`config.mk`:
```
export PLATFORM = sky130hd
export DESIGN_NAME = id0
export DESIGN_NICKNAME = d
export VERILOG_FILES = /design/src/rtl/instr_defs.sv /design/src/rtl/id0_rd_sel.sv /design/src/rtl/id0.sv
export SDC_FILE = /design/constraint.sdc
export NUM_CORES = 1
export LEC_CHECK = 0
export BUFFER_PORTS_ARGS = -buffer_cell sky130_fd_sc_hd__buf_2
export CAP_MARGIN = 0
export CORE_MARGIN = 2
export CORE_UTILIZATION = 30
export DETAILED_ROUTE_END_ITERATION = 6
export PLACE_DENSITY = 0.6
export SKIP_LAST_GASP = 1
export SLEW_MARGIN = 10
export SYNTH_ARGS = -nofsm -noshare
export SYNTH_HDL_FRONTEND = slang
export SYNTH_SLANG_ARGS = --single-unit
export TNS_END_PERCENT = 10
```
`constraint.sdc`:
```
create_clock -name clk -period 5.2 [get_ports clk]
set_input_delay 1.04 -clock clk [delete_from_list [all_inputs] [get_ports clk]]
set_output_delay 1.04 -clock clk [all_outputs]
set_load 0.05 [all_outputs]
```
`src/rtl/instr_defs.sv`:
```
// Shared widths, queue entry type and helpers for the id0 instruction aligner.
package instr_defs;

  localparam int DataWidth    = 32;
  localparam int RegAddrWidth = 5;
  localparam int HwQueueDepth = 3;

  typedef logic [RegAddrWidth-1:0] reg_addr_t;
  typedef logic [31:1]             pc_t;

  typedef struct packed {
    logic [15:0] data;
    pc_t         pc;
    logic        br;
    logic        br_taken;
  } hw_entry_t;

  // A halfword starts a 32-bit instruction when its two low bits are both set.
  function automatic logic is_32bit(input logic [15:0] hw);
    return hw[1:0] == 2'b11;
  endfunction

endpackage

```
`src/rtl/id0_rd_sel.sv`:
```
// Destination register extraction for 32-bit and RVC instructions.
module id0_rd_sel
  import instr_defs::*;
(
  input  logic [15:0] hw,
  input  logic        compressed,
  output reg_addr_t   rd
);

  // Compressed formats place rd in quadrant-specific fields or imply x0/x1.
  always_comb begin
    rd = hw[11:7];
    if (compressed) begin
      case (hw[1:0])
        2'b00: rd = {2'b01, hw[4:2]};
        2'b01: begin
          case (hw[15:13])
            3'b001:                 rd = 5'd1;
            3'b101, 3'b110, 3'b111: rd = 5'd0;
            3'b100:                 rd = {2'b01, hw[9:7]};
            default:                rd = hw[11:7];
          endcase
        end
        2'b10: begin
          if (hw[15:13] == 3'b100 && hw[12] && hw[11:7] != 5'd0 && hw[6:2] == 5'd0) begin
            rd = 5'd1;
          end else begin
            rd = hw[11:7];
          end
        end
        default: rd = hw[11:7];
      endcase
    end else begin
      rd = hw[11:7];
    end
  end

endmodule

```
`src/rtl/id0.sv`:
```
// id0: fetch-word to instruction aligner feeding decode-1.
// RVC_SUPPORT_EN enables the 3-entry halfword queue; otherwise a single word register is used.
module id0
  import instr_defs::*;
(
  input  logic                 clk,
  input  logic                 rst,
  input  logic                 flush,
  input  logic                 fetch_valid,
  output logic                 fetch_ready,
  input  logic [DataWidth-1:0] fetch_data,
  input  logic [31:1]          fetch_pc,
  input  logic [1:0]           fetch_br,
  input  logic [1:0]           fetch_br_taken,
  output logic                 valid_d1,
  input  logic                 ready_d1,
  output logic [DataWidth-1:0] instr_d1,
  output logic [31:1]          pc_d1,
  output logic                 compressed_d1,
  output logic                 br_d1,
  output logic                 br_taken_d1,
  output reg_addr_t            rd_addr_d1
);

  logic                 load;
  logic                 head_valid;
  logic [DataWidth-1:0] head_instr;
  pc_t                  head_pc;
  logic                 head_c;
  logic                 head_br;
  logic                 head_tk;
  reg_addr_t            head_rd;

  assign load = !valid_d1 || ready_d1;

  id0_rd_sel u_rd_sel (
    .hw         (head_instr[15:0]),
    .compressed (head_c),
    .rd         (head_rd)
  );

`ifdef RVC_SUPPORT_EN
  hw_entry_t q  [HwQueueDepth];
  hw_entry_t nq [HwQueueDepth];
  hw_entry_t in0;
  hw_entry_t in1;
  logic [1:0] hw_cnt;
  logic [1:0] n_cnt;
  logic [1:0] consumed;
  logic [1:0] remain;
  logic [1:0] kept;
  logic       issue;
  logic       accept;
  int         src;

  assign in0 = {fetch_data[15:0],  fetch_pc[31:2], 1'b0, fetch_br[0], fetch_br_taken[0]};
  assign in1 = {fetch_data[31:16], fetch_pc[31:2], 1'b1, fetch_br[1], fetch_br_taken[1]};

  // Head decode, issue decision and fetch backpressure.
  always_comb begin
    head_c     = !is_32bit(q[0].data);
    head_valid = (hw_cnt != 2'd0) && (head_c || hw_cnt >= 2'd2);
    head_instr = head_c ? {16'h0000, q[0].data} : {q[1].data, q[0].data};
    head_pc    = q[0].pc;
    head_br    = q[0].br;
    head_tk    = q[0].br_taken;
    issue      = load && head_valid;
    consumed   = !issue ? 2'd0 : (head_c ? 2'd1 : 2'd2);
    remain     = hw_cnt - consumed;
    kept       = (issue && head_tk) ? 2'd0 : remain;
    fetch_ready = !rst && !flush && (remain <= 2'd1);
    accept     = fetch_valid && fetch_ready;
  end

  // Shift out consumed halfwords, then append the accepted word's halfwords.
  always_comb begin
    nq  = q;
    src = 0;
    for (int i = 0; i < HwQueueDepth; i++) begin
      src = i + int'(consumed);
      if (i < int'(kept) && src < HwQueueDepth) begin
        nq[i] = q[src];
      end else if (accept && i == int'(kept)) begin
        nq[i] = fetch_pc[1] ? in1 : in0;
      end else if (accept && !fetch_pc[1] && i == int'(kept) + 1) begin
        nq[i] = in1;
      end else begin
        nq[i] = q[i];
      end
    end
    n_cnt = kept + (accept ? (fetch_pc[1] ? 2'd1 : 2'd2) : 2'd0);
  end

  // Halfword queue state.
  always_ff @(posedge clk) begin
    if (rst) begin
      hw_cnt <= 2'd0;
    end else if (flush) begin
      hw_cnt <= 2'd0;
    end else begin
      hw_cnt <= n_cnt;
      q      <= nq;
    end
  end
`else
  logic                 w_valid;
  logic [DataWidth-1:0] w_data;
  pc_t                  w_pc;
  logic                 w_br;
  logic                 w_tk;
  logic                 issue;

  // Single word register is the head; every instruction is 32-bit.
  always_comb begin
    head_valid  = w_valid;
    head_instr  = w_data;
    head_pc     = w_pc;
    head_c      = 1'b0;
    head_br     = w_br;
    head_tk     = w_tk;
    issue       = load && w_valid;
    fetch_ready = !rst && !flush && (!w_valid || issue);
  end

  // Word register; tags come from the first valid halfword of the word.
  always_ff @(posedge clk) begin
    if (rst) begin
      w_valid <= 1'b0;
    end else if (flush) begin
      w_valid <= 1'b0;
    end else if (fetch_valid && fetch_ready) begin
      w_valid <= 1'b1;
      w_data  <= fetch_data;
      w_pc    <= fetch_pc;
      w_br    <= fetch_br[fetch_pc[1]];
      w_tk    <= fetch_br_taken[fetch_pc[1]];
    end else if (issue) begin
      w_valid <= 1'b0;
    end
  end
`endif

  // Decode-1 output register.
  always_ff @(posedge clk) begin
    if (rst) begin
      valid_d1      <= 1'b0;
      instr_d1      <= '0;
      pc_d1         <= '0;
      compressed_d1 <= 1'b0;
      br_d1         <= 1'b0;
      br_taken_d1   <= 1'b0;
      rd_addr_d1    <= '0;
    end else if (flush) begin
      valid_d1 <= 1'b0;
    end else if (load) begin
      valid_d1      <= head_valid;
      instr_d1      <= head_instr;
      pc_d1         <= head_pc;
      compressed_d1 <= head_c;
      br_d1         <= head_br;
      br_taken_d1   <= head_tk;
      rd_addr_d1    <= head_rd;
    end
  end

endmodule

```
==> summary.txt, run 1 <==
Worst setup path
  – Reg-to-reg critical path startpoint: valid_d1
  – Crit Path Max Fanout: 3
  – FF-to-FF path depth: 4
  – Worst Path Arrival: about 1.8 ns
  – Crit. End Element: output pin
  – R2R Path End: instr_d1[4]
  – CP Class: in -> out
  – CP required: approximately 4.2 ns
  – CP startpoint kind: input pin
  – Reg2Reg Setup Slack: 3.31 ns

Clocking
  – Cts hold-fix bufs: 0
  – Clock buffer depth: 2
  – Clk_lat worst skew: between 0.4 and 0.5 ns
  – Post-cts resize count: 0
  – Total CTS buffers: 17
  – H-tree Lvls: 4
  – Setup bufs post-CTS: 0
  – TritonCTS clock tree: yes
  – Clock transition at path regs: 0.05 ns
  – Root buffer cell: clkbuf_16
  – Clock sinks: around 130

GRT
  – Total gr overflow: 0
  – Largest net degree at the start of global routing: between 100 and 150
  – Initial antenna violation count: 0
  – First-pass GRT wire length: about 15000 um
  – Tot GR Track Use: 11.3%
  – Vias in the first global route: between 3000 and 4000

Route
  – Avg WL per Cell: about 13 um
  – Drt first-iter violations: 68
  – Antenna viol nets, final: 0
  – Vias per inst: 4.10
  – Final wirelength: just under 10000 um
  – DR vias: slightly above 3000
  – 1st-pass router iterations: 4
  – DRC: 0

Synthesis
  – Post-synthesis register bit count: 132
  – Synth Area per Inst: between 10 and 15 um2
  – Mapped Nets: around 440
  – Synth cell types: 18
  – Post-synthesis sequential area ratio: about two thirds
  – Mapped Area: 5070 um2
  – Gate Count Post-Synth: between 300 and 400
  – Warnings from Yosys: 0

Cells and area
  – Layout cells sized above 1: 35.1%
  – Synthesis-to-layout area growth: 28.0%
  – Final instance area: about 6500 um2
  – Fin util: 39.2%
  – Nets: 578
  – Commonest non-fill, non-tap cells in the layout: buf_2, nand2b_1, dfxtp_1
  – Commonest non-fill, non-tap cell in the layout: buf_2
  – Inserted Diodes: 0

STA
  – Final Hold Fails: 0
  – Pins Over Slew Limit: 0
  – Fin crit period: about 2.8 ns
  – Worst Tran Pin Value: approximately 0.94 ns
  – Setup TNS: 0 ns
  – FMAX: roughly 0.35 GHz
  – Clock Skews: 0.00579 ns
  – Final period util: between 50 and 60%
  – Max-slew headroom: 37.2%
  – RSZ-0062 raised after global routing: false
  – Final-report setup violation count: 0

Die
  – Die Y: roughly 130 um
  – Initial Util: 30.6%
  – DIE AREA: 18000 um2
  – I/O pin cnt: about 150
  – Die W: 134 um
  – Site Rows: 47
  – Core Area: between 15000 and 20000 um2

Worst hold path
  – HP Class: reg -> reg
  – Min-delay src: pc_d1[1]
  – WHS Endpoint: pc_d1[1]
  – Number of cells on the worst hold path: 2

Placement
  – IO Port Bufs: about 140
  – Post-DP HPWL: between 6000 and 7000 um
  – Dpl cell area: slightly below 6000 um2
  – Final GP Congestion: 0.662

Power and ir drop
  – Max VDD drop: around 220 uV
  – PwrDens: 405 nW/um2
  – Pleak: between 2 and 3 nW

Run status
  – Status: completed

Run
  – Max Cap Viol: 0
==> cell usage after synthesis (all sizes together) <==
master	number	area [um2]
a21boi	1	7.51
a21oi	2	10.0
buf	16	188
clkbuf	11	41.3
conb	1	3.75
dfxtp	67	1340
edfxtp	65	1950
mux2	2	22.5
mux2i	65	651
nand2	1	3.75
nand2b	130	813
nor2	2	15.0
nor2b	1	13.8
nor3	1	5.00
o21a	1	7.51
==> critical path: stages <==
cell,delay (ns)
buf_2,0.13
nor2_1,0.17
a21boi_1,0.17
buf_2,0.27
==> report_power, final <==
part / internal (W) / total (W) / switching, W
Sequential: 0.00115 / 0.00117 / 0.0000221
Combinational: 0.0000920 / 0.000287 / 0.000195
Clock: 0.000741 / 0.00117 / 0.000432
==> per-layer routing <==
layer | wire (um) | global-route usage, % | vias to the layer above | share of wire (%)
li1 | - | - | 1509 | -
met1 | 4520 | 13.6 | 1415 | 46
met2 | 4570 | 17.9 | 95 | 46
met3 | 611 | 4.08 | 14 | 6.2
met4 | 183 | 5.44 | 0 | 1.9
met5 | 0 | 0 | - | 0
==> sequential cells by signal, summed over array words and instances, names as in the netlist <==
| register | cells |
|---|---|
| head_br | 1 |
| head_tk | 1 |
| head_instr | 32 |
| head_pc | 31 |
| br_d1 | 1 |
| br_taken_d1 | 1 |
| head_valid | 1 |
| instr_d1 | 32 |
| valid_d1 | 1 |
| pc_d1 | 31 |
==> metrics by stage <==
| stage | std cells | hold slack [ns] | setup slack [ns] | power, W |
|---|---|---|---|---|
| CTS | 738 | 0.474 | 2.37 | 0.00267 |
| finish | 739 | 0.471 | 2.38 | 0.00263 |
| detailed placement | 706 | 0.460 | 2.15 | 0.00148 |
| floorplan | 366 | 0.485 | 0.134 | 0.00141 |
| global route | 739 | 0.488 | 2.28 | 0.00274 |
| global placement | 706 | 0.455 | 2.17 | 0.00148 |
==> cells by family after synthesis <==
family | after synthesis | synth area share, %
compound gates | 4 | 0.493
mux | 67 | 13.3
flops | 132 | 64.9
buf+inv | 27 | 4.51
simple gates | 135 | 16.8
other cells | 1 | 0.0739
==> layout make-up <==
class	instances	area (um2)
Clock inverter	9	101
Sequential cell	132	3290
Clock buffer	23	478
Fill cell	1648	10100
Multi-Input combinational cell	207	1560
Timing Repair Buffer	148	786
Tap cell	220	275
==> how the worst max path moves through the flow <==
stage	start	end	slack [ns]	cells past startpoint
floorplan	rst	head_br	0.13	4
global placement	rst	head_instr[19]	2.17	5
detailed placement	rst	head_instr[19]	2.15	5
CTS	rst	fetch_ready	2.37	4
global route	flush	fetch_ready	2.28	4
finish	flush	fetch_ready	2.38	4
No activity file was read; power rests on OpenSTA's default activity.
==> inputs of run 2 (changes only) <==
==> constraint.sdc (replaced) <==
create_clock -name clk -period 2.4 [get_ports clk]
set_input_delay 0.48 -clock clk [delete_from_list [all_inputs] [get_ports clk]]
set_output_delay 0.48 -clock clk [all_outputs]
set_load 0.05 [all_outputs]
==> summary.txt, run 2 (synthesized netlist as in run 1, its figures left out) <==
Die
  – Core Area: approximately 17000 um2
  – Die Y: 134 um
  – Initial Util: 30.6%
  – Site Rows: 47
  – DIE AREA: roughly 18000 um2
  – I/O pin cnt: approximately 150
  – Die W: 134 um

STA
  – FMAX: 0.565 GHz
  – Setup TNS: 0 ns
  – Clock Skews: around 0.0054 ns
  – Pins Over Slew Limit: 0
  – Fin crit period: around 1.8 ns
  – RSZ-0062 raised after global routing: false
  – Final Hold Fails: 0
  – Final period util: around 74%
  – Final-report setup violation count: 0

Cells and area
  – Commonest non-fill, non-tap cells in the layout: buf_2, nand2b_1, dfxtp_1
  – Nets: between 500 and 600
  – Layout cells sized above 1: ~34%
  – Inserted Diodes: 0
  – Fin util: between 30 and 40%
  – Synthesis-to-layout area growth: 27.6%
  – Area of the multi-input gates: around 1600 um2
  – Fillers: roughly 1600
  – Commonest non-fill, non-tap cell in the layout: buf_2
  – Register area: between 3000 and 4000 um2

Route
  – DRC: 0
  – Avg WL per Cell: approximately 13 um
  – 1st-pass router iterations: 4
  – Final wirelength: approximately 9900 um
  – Vias per inst: 4.12
  – Antenna viol nets, final: 0
  – DR vias: roughly 3000
  – Drt first-iter violations: between 100 and 150

Worst setup path
  – Crit Path Max Fanout: 5
  – Worst Path Arrival: approximately 1.3 ns
  – CP Class: reg -> out
  – CP required: between 1.5 and 2 ns
  – CP startpoint kind: flip-flop
  – Reg-to-reg critical path startpoint: valid_d1
  – R2R Path End: pc_d1[28]
  – Crit. End Element: output pin
  – FF-to-FF path depth: 4
  – Reg2Reg Setup Slack: around 1.1 ns
  – CP startpoint: valid_d1

Clocking
  – Cts hold-fix bufs: 0
  – Total CTS buffers: 17
  – Clock transition at path regs: about 0.060 ns
  – Root buffer cell: clkbuf_16
  – TritonCTS clock tree: yes
  – Post-cts resize count: 0
  – Clock sinks: 132
  – Clock buffer depth: 2
  – H-tree Lvls: 4
  – Setup bufs post-CTS: 0
  – Clk_lat worst skew: roughly 0.41 ns

GRT
  – Total gr overflow: 0
  – Initial antenna violation count: 1
  – Tot GR Track Use: a little under an eighth
  – Met2 Track Usage GR: around a fifth
  – Vias in the first global route: about 3200
  – Largest net degree at the start of global routing: 132
  – First-pass GRT wire length: approximately 16000 um
  – M3 GR Usage: between 4 and 5%
  – M1 GR Usage: a little over an eighth
  – Top Usage Layer GRT: met2

Worst hold path
  – HP Class: in -> reg
  – Min-delay src: fetch_pc[16]
  – Number of cells on the worst hold path: 1
  – WHS Endpoint: head_pc[15]

Power and ir drop
  – Tot Pwr: between 0.005 and 0.006 W
  – Pleak: 2.76 nW
  – PwrDens: 875 nW/um2
  – Max VDD drop: around 420 uV

Placement
  – Final GP Congestion: between 0.7 and 0.8
  – Post-DP HPWL: 6160 um
  – IO Port Bufs: roughly 140

Run
  – Max Cap Viol: 0

Run status
  – Status: completed
## run 2: how the worst max path moves through the flow
stage | endpoint
after CTS | fetch_ready
after global placement | head_pc[22]
final | fetch_ready
after detailed placement | head_instr[4]
after global routing | fetch_ready
after floorplan | head_br
## run 2: critical path, cell delays in order (launching register included)
cell	delay [ns]
dfxtp_1	0.30
nor2b_4	0.15
a21boi_1	0.15
buf_2	0.28
## run 2: cell type report
| cell class | count | area share [%] |
|---|---|---|
| Sequential cell | 132 | 50.9 |
| Multi-Input combinational cell | 207 | 24.1 |
| Timing Repair Buffer | 146 | 12.0 |
| Clock buffer | 27 | 7.61 |
| Tap cell | 220 | 4.25 |
| Clock inverter | 5 | 1.16 |
## run 2: per-stage QoR
stage               instances  instance area, um2  setup WS [ns]  hold WS [ns]
finish                    737                6480          0.629         0.245
global route              737                6480          0.554         0.217
CTS                       737                6480          0.581         0.211
detailed placement        705                5910          0.613         0.461
global placement          705                5910          0.636         0.455
floorplan                 366                5090         0.0321         0.491
## run 2: routing by layer
metal | up-vias | part of all wire, %
li1 | 1507 | -
met1 | 1417 | 44
met2 | 91 | 48
met3 | 16 | 6.1
met4 | 2 | 1.8
met5 | - | 0.18
## run 2: report_power, final
group / leakage (nW) / internal [W] / total (W) / switching, W
registers: 1.15 / 0.00249 / 0.00254 / 0.0000477
logic: 1.33 / 0.000199 / 0.000622 / 0.000423
clock network: 0.279 / 0.00161 / 0.00250 / 0.000893
total: 2.76 / 0.00430 / 0.00566 / 0.00136
==> inputs of run 3 (changes only) <==
--- a/config.mk
+++ b/config.mk
@@ -10,7 +10,7 @@
 export CORE_MARGIN = 2
 export CORE_UTILIZATION = 30
 export DETAILED_ROUTE_END_ITERATION = 6
-export PLACE_DENSITY = 0.6
+export PLACE_DENSITY = 0.58
 export SKIP_LAST_GASP = 1
 export SLEW_MARGIN = 10
 export SYNTH_ARGS = -nofsm -noshare
==> constraint.sdc (replaced) <==
create_clock -name clk -period 1.65 [get_ports clk]
set_input_delay 0.33 -clock clk [delete_from_list [all_inputs] [get_ports clk]]
set_output_delay 0.33 -clock clk [all_outputs]
set_load 0.05 [all_outputs]
==> summary.txt, run 3 (synthesized netlist as in run 1, its figures left out) <==
Route
  – Avg WL per Cell: around 13 um
  – DR vias: a little over 3000
  – Antenna viol nets, final: 0
  – DRC: 0
  – 1st-pass router iterations: 4
  – Drt first-iter violations: 79
  – Final wirelength: around 9700 um
  – Vias per inst: between 4 and 5

Power and ir drop
  – Max VDD drop: 669 uV
  – PwrDens: 1290 nW/um2
  – Pleak: around 2.8 nW

Worst setup path
  – Crit path depth: 3
  – Worst setup path endpoint: fetch_ready
  – CP startpoint: valid_d1
  – Reg-to-reg critical path startpoint: valid_d1
  – Crit-path leading delay family: flip-flops
  – CP required: ~1.3 ns
  – Crit Path Max Fanout: 3
  – CP startpoint kind: flip-flop
  – Crit. End Element: output pin
  – Slowest CP cell: dfxtp_2
  – CP max stage delay: between 0.3 and 0.4 ns
  – Crit path buffers/inverters: 1
  – FF-to-FF path depth: 5
  – R2R Path End: pc_d1[24]
  – Worst Path Arrival: about 1.2 ns
  – CP Class: reg -> out
  – Reg2Reg Setup Slack: 0.27 ns
  – CP Cell Sequence: nor2b_4 -> a21boi_1 -> buf_2

STA
  – FMAX: about 0.64 GHz
  – Fin Hold WS: roughly 0.090 ns
  – Final-report setup violation count: 0
  – Pins Over Slew Limit: 0
  – Clock Skews: about 0.0040 ns
  – RSZ-0062 raised after global routing: false
  – Fin crit period: ~1.6 ns
  – Worst setup margin: about 0.084 ns
  – Final period util: around 95%
  – Final Hold Fails: 0

Cells and area
  – Layout cells sized above 1: 36.0%
  – Area of the multi-input gates: 1570 um2
  – Register area: between 3000 and 4000 um2
  – Commonest non-fill, non-tap cell in the layout: buf_2
  – Fillers: around 1600
  – Commonest non-fill, non-tap cells in the layout: buf_2, nand2b_1, dfxtp_1
  – Synthesis-to-layout area growth: 30.2%
  – Inserted Diodes: 0
  – Nets: between 500 and 600

Run status
  – Status: completed

Placement
  – IO Port Bufs: 143
  – Post-DP HPWL: about 6500 um
  – Pre-CTS setup slack: between 0.1 and 0.15 ns
  – Final GP Congestion: between 0.7 and 0.8

Clocking
  – TritonCTS clock tree: yes
  – Post-cts resize count: 0
  – Total CTS buffers: 17
  – Clock buffer depth: 2
  – Clock transition at path regs: ~0.060 ns
  – Root buffer cell: clkbuf_16
  – H-tree Lvls: 4
  – Clk_lat worst skew: 0.41 ns
  – Clock sinks: roughly 130

GRT
  – First-pass GRT wire length: approximately 16000 um
  – Total gr overflow: 0
  – Met2 Track Usage GR: around 17%
  – M3 GR Usage: 4.01%
  – M1 GR Usage: approximately 14%
  – Tot GR Track Use: a little under an eighth
  – Vias in the first global route: roughly 3100
  – Top Usage Layer GRT: met2
  – Largest net degree at the start of global routing: about 130
  – Initial antenna violation count: 0

Die
  – Core Area: roughly 17000 um2
  – DIE AREA: ~18000 um2
  – Die W: around 130 um
  – Initial Util: between 30 and 40%
  – Site Rows: 47
  – I/O pin cnt: around 150
  – Die Y: about 130 um

Worst hold path
  – Min-delay src: fetch_pc[30]
  – HP Class: in -> reg

Run
  – Max Cap Viol: 0
run 3: metal layers:
metal / wire length, um / vias up
li1: - / 1514
met3: 608 / 15
met1: 4420 / 1405
met4: 214 / 0
met5: 0 / -
met2: 4440 / 104
run 3: worst min-delay path by stage:
stage / endpoint / depth (start not counted)
floorplan: head_valid / 1
detailed placement: pc_d1[18] / 2
finish: head_pc[29] / 1
CTS: head_pc[10] / 1
global placement: instr_d1[16] / 2
global route: head_pc[1] / 1
run 3: final cells by class:
type / instances / share of cell area [%]
Clock buffer: 17 / 6.44
Tap cell: 220 / 4.17
Multi-Input combinational cell: 207 / 23.8
Timing Repair Buffer: 151 / 12.9
Sequential cell: 132 / 49.8
Clock inverter: 15 / 2.86
run 3: worst reg2reg max path, delay by kind of cell, from the launching register on:
kind / cells / cell delay [ns]
DFF: 1 / 0.31
buffers and inverters: 2 / 0.38
and+or+nand+nor: 2 / 0.38
muxes: 1 / 0.23
run 3: metrics by stage:
stage	setup TNS, ns	area [um2]	util (%)	instances	power, W
2_1_floorplan	-31.76	5120	-	366	0.00446
3_3_place_gp	0	5980	36.1	708	0.00468
3_5_place_dp	0	5980	36.1	708	0.00470
4_1_cts	0	6590	39.8	740	0.00865
5_1_grt	0	6610	39.9	742	0.00885
6_report	0	6610	39.9	742	0.00850
run 3: repair_timing:
action / 4_1_cts / 5_1_grt
hold endpoints to repair: 0 / 0
buffers inserted: 0 / 2
hold buffers: 0 / 0
endpoints found under the setup margin: 0 / 1
run 3: power by group:
part	switching, W	internal [W]
clock	0.00138	0.00251
sequential	0.0000711	0.00363
combinational	0.000619	0.000303
total	0.00207	0.00643
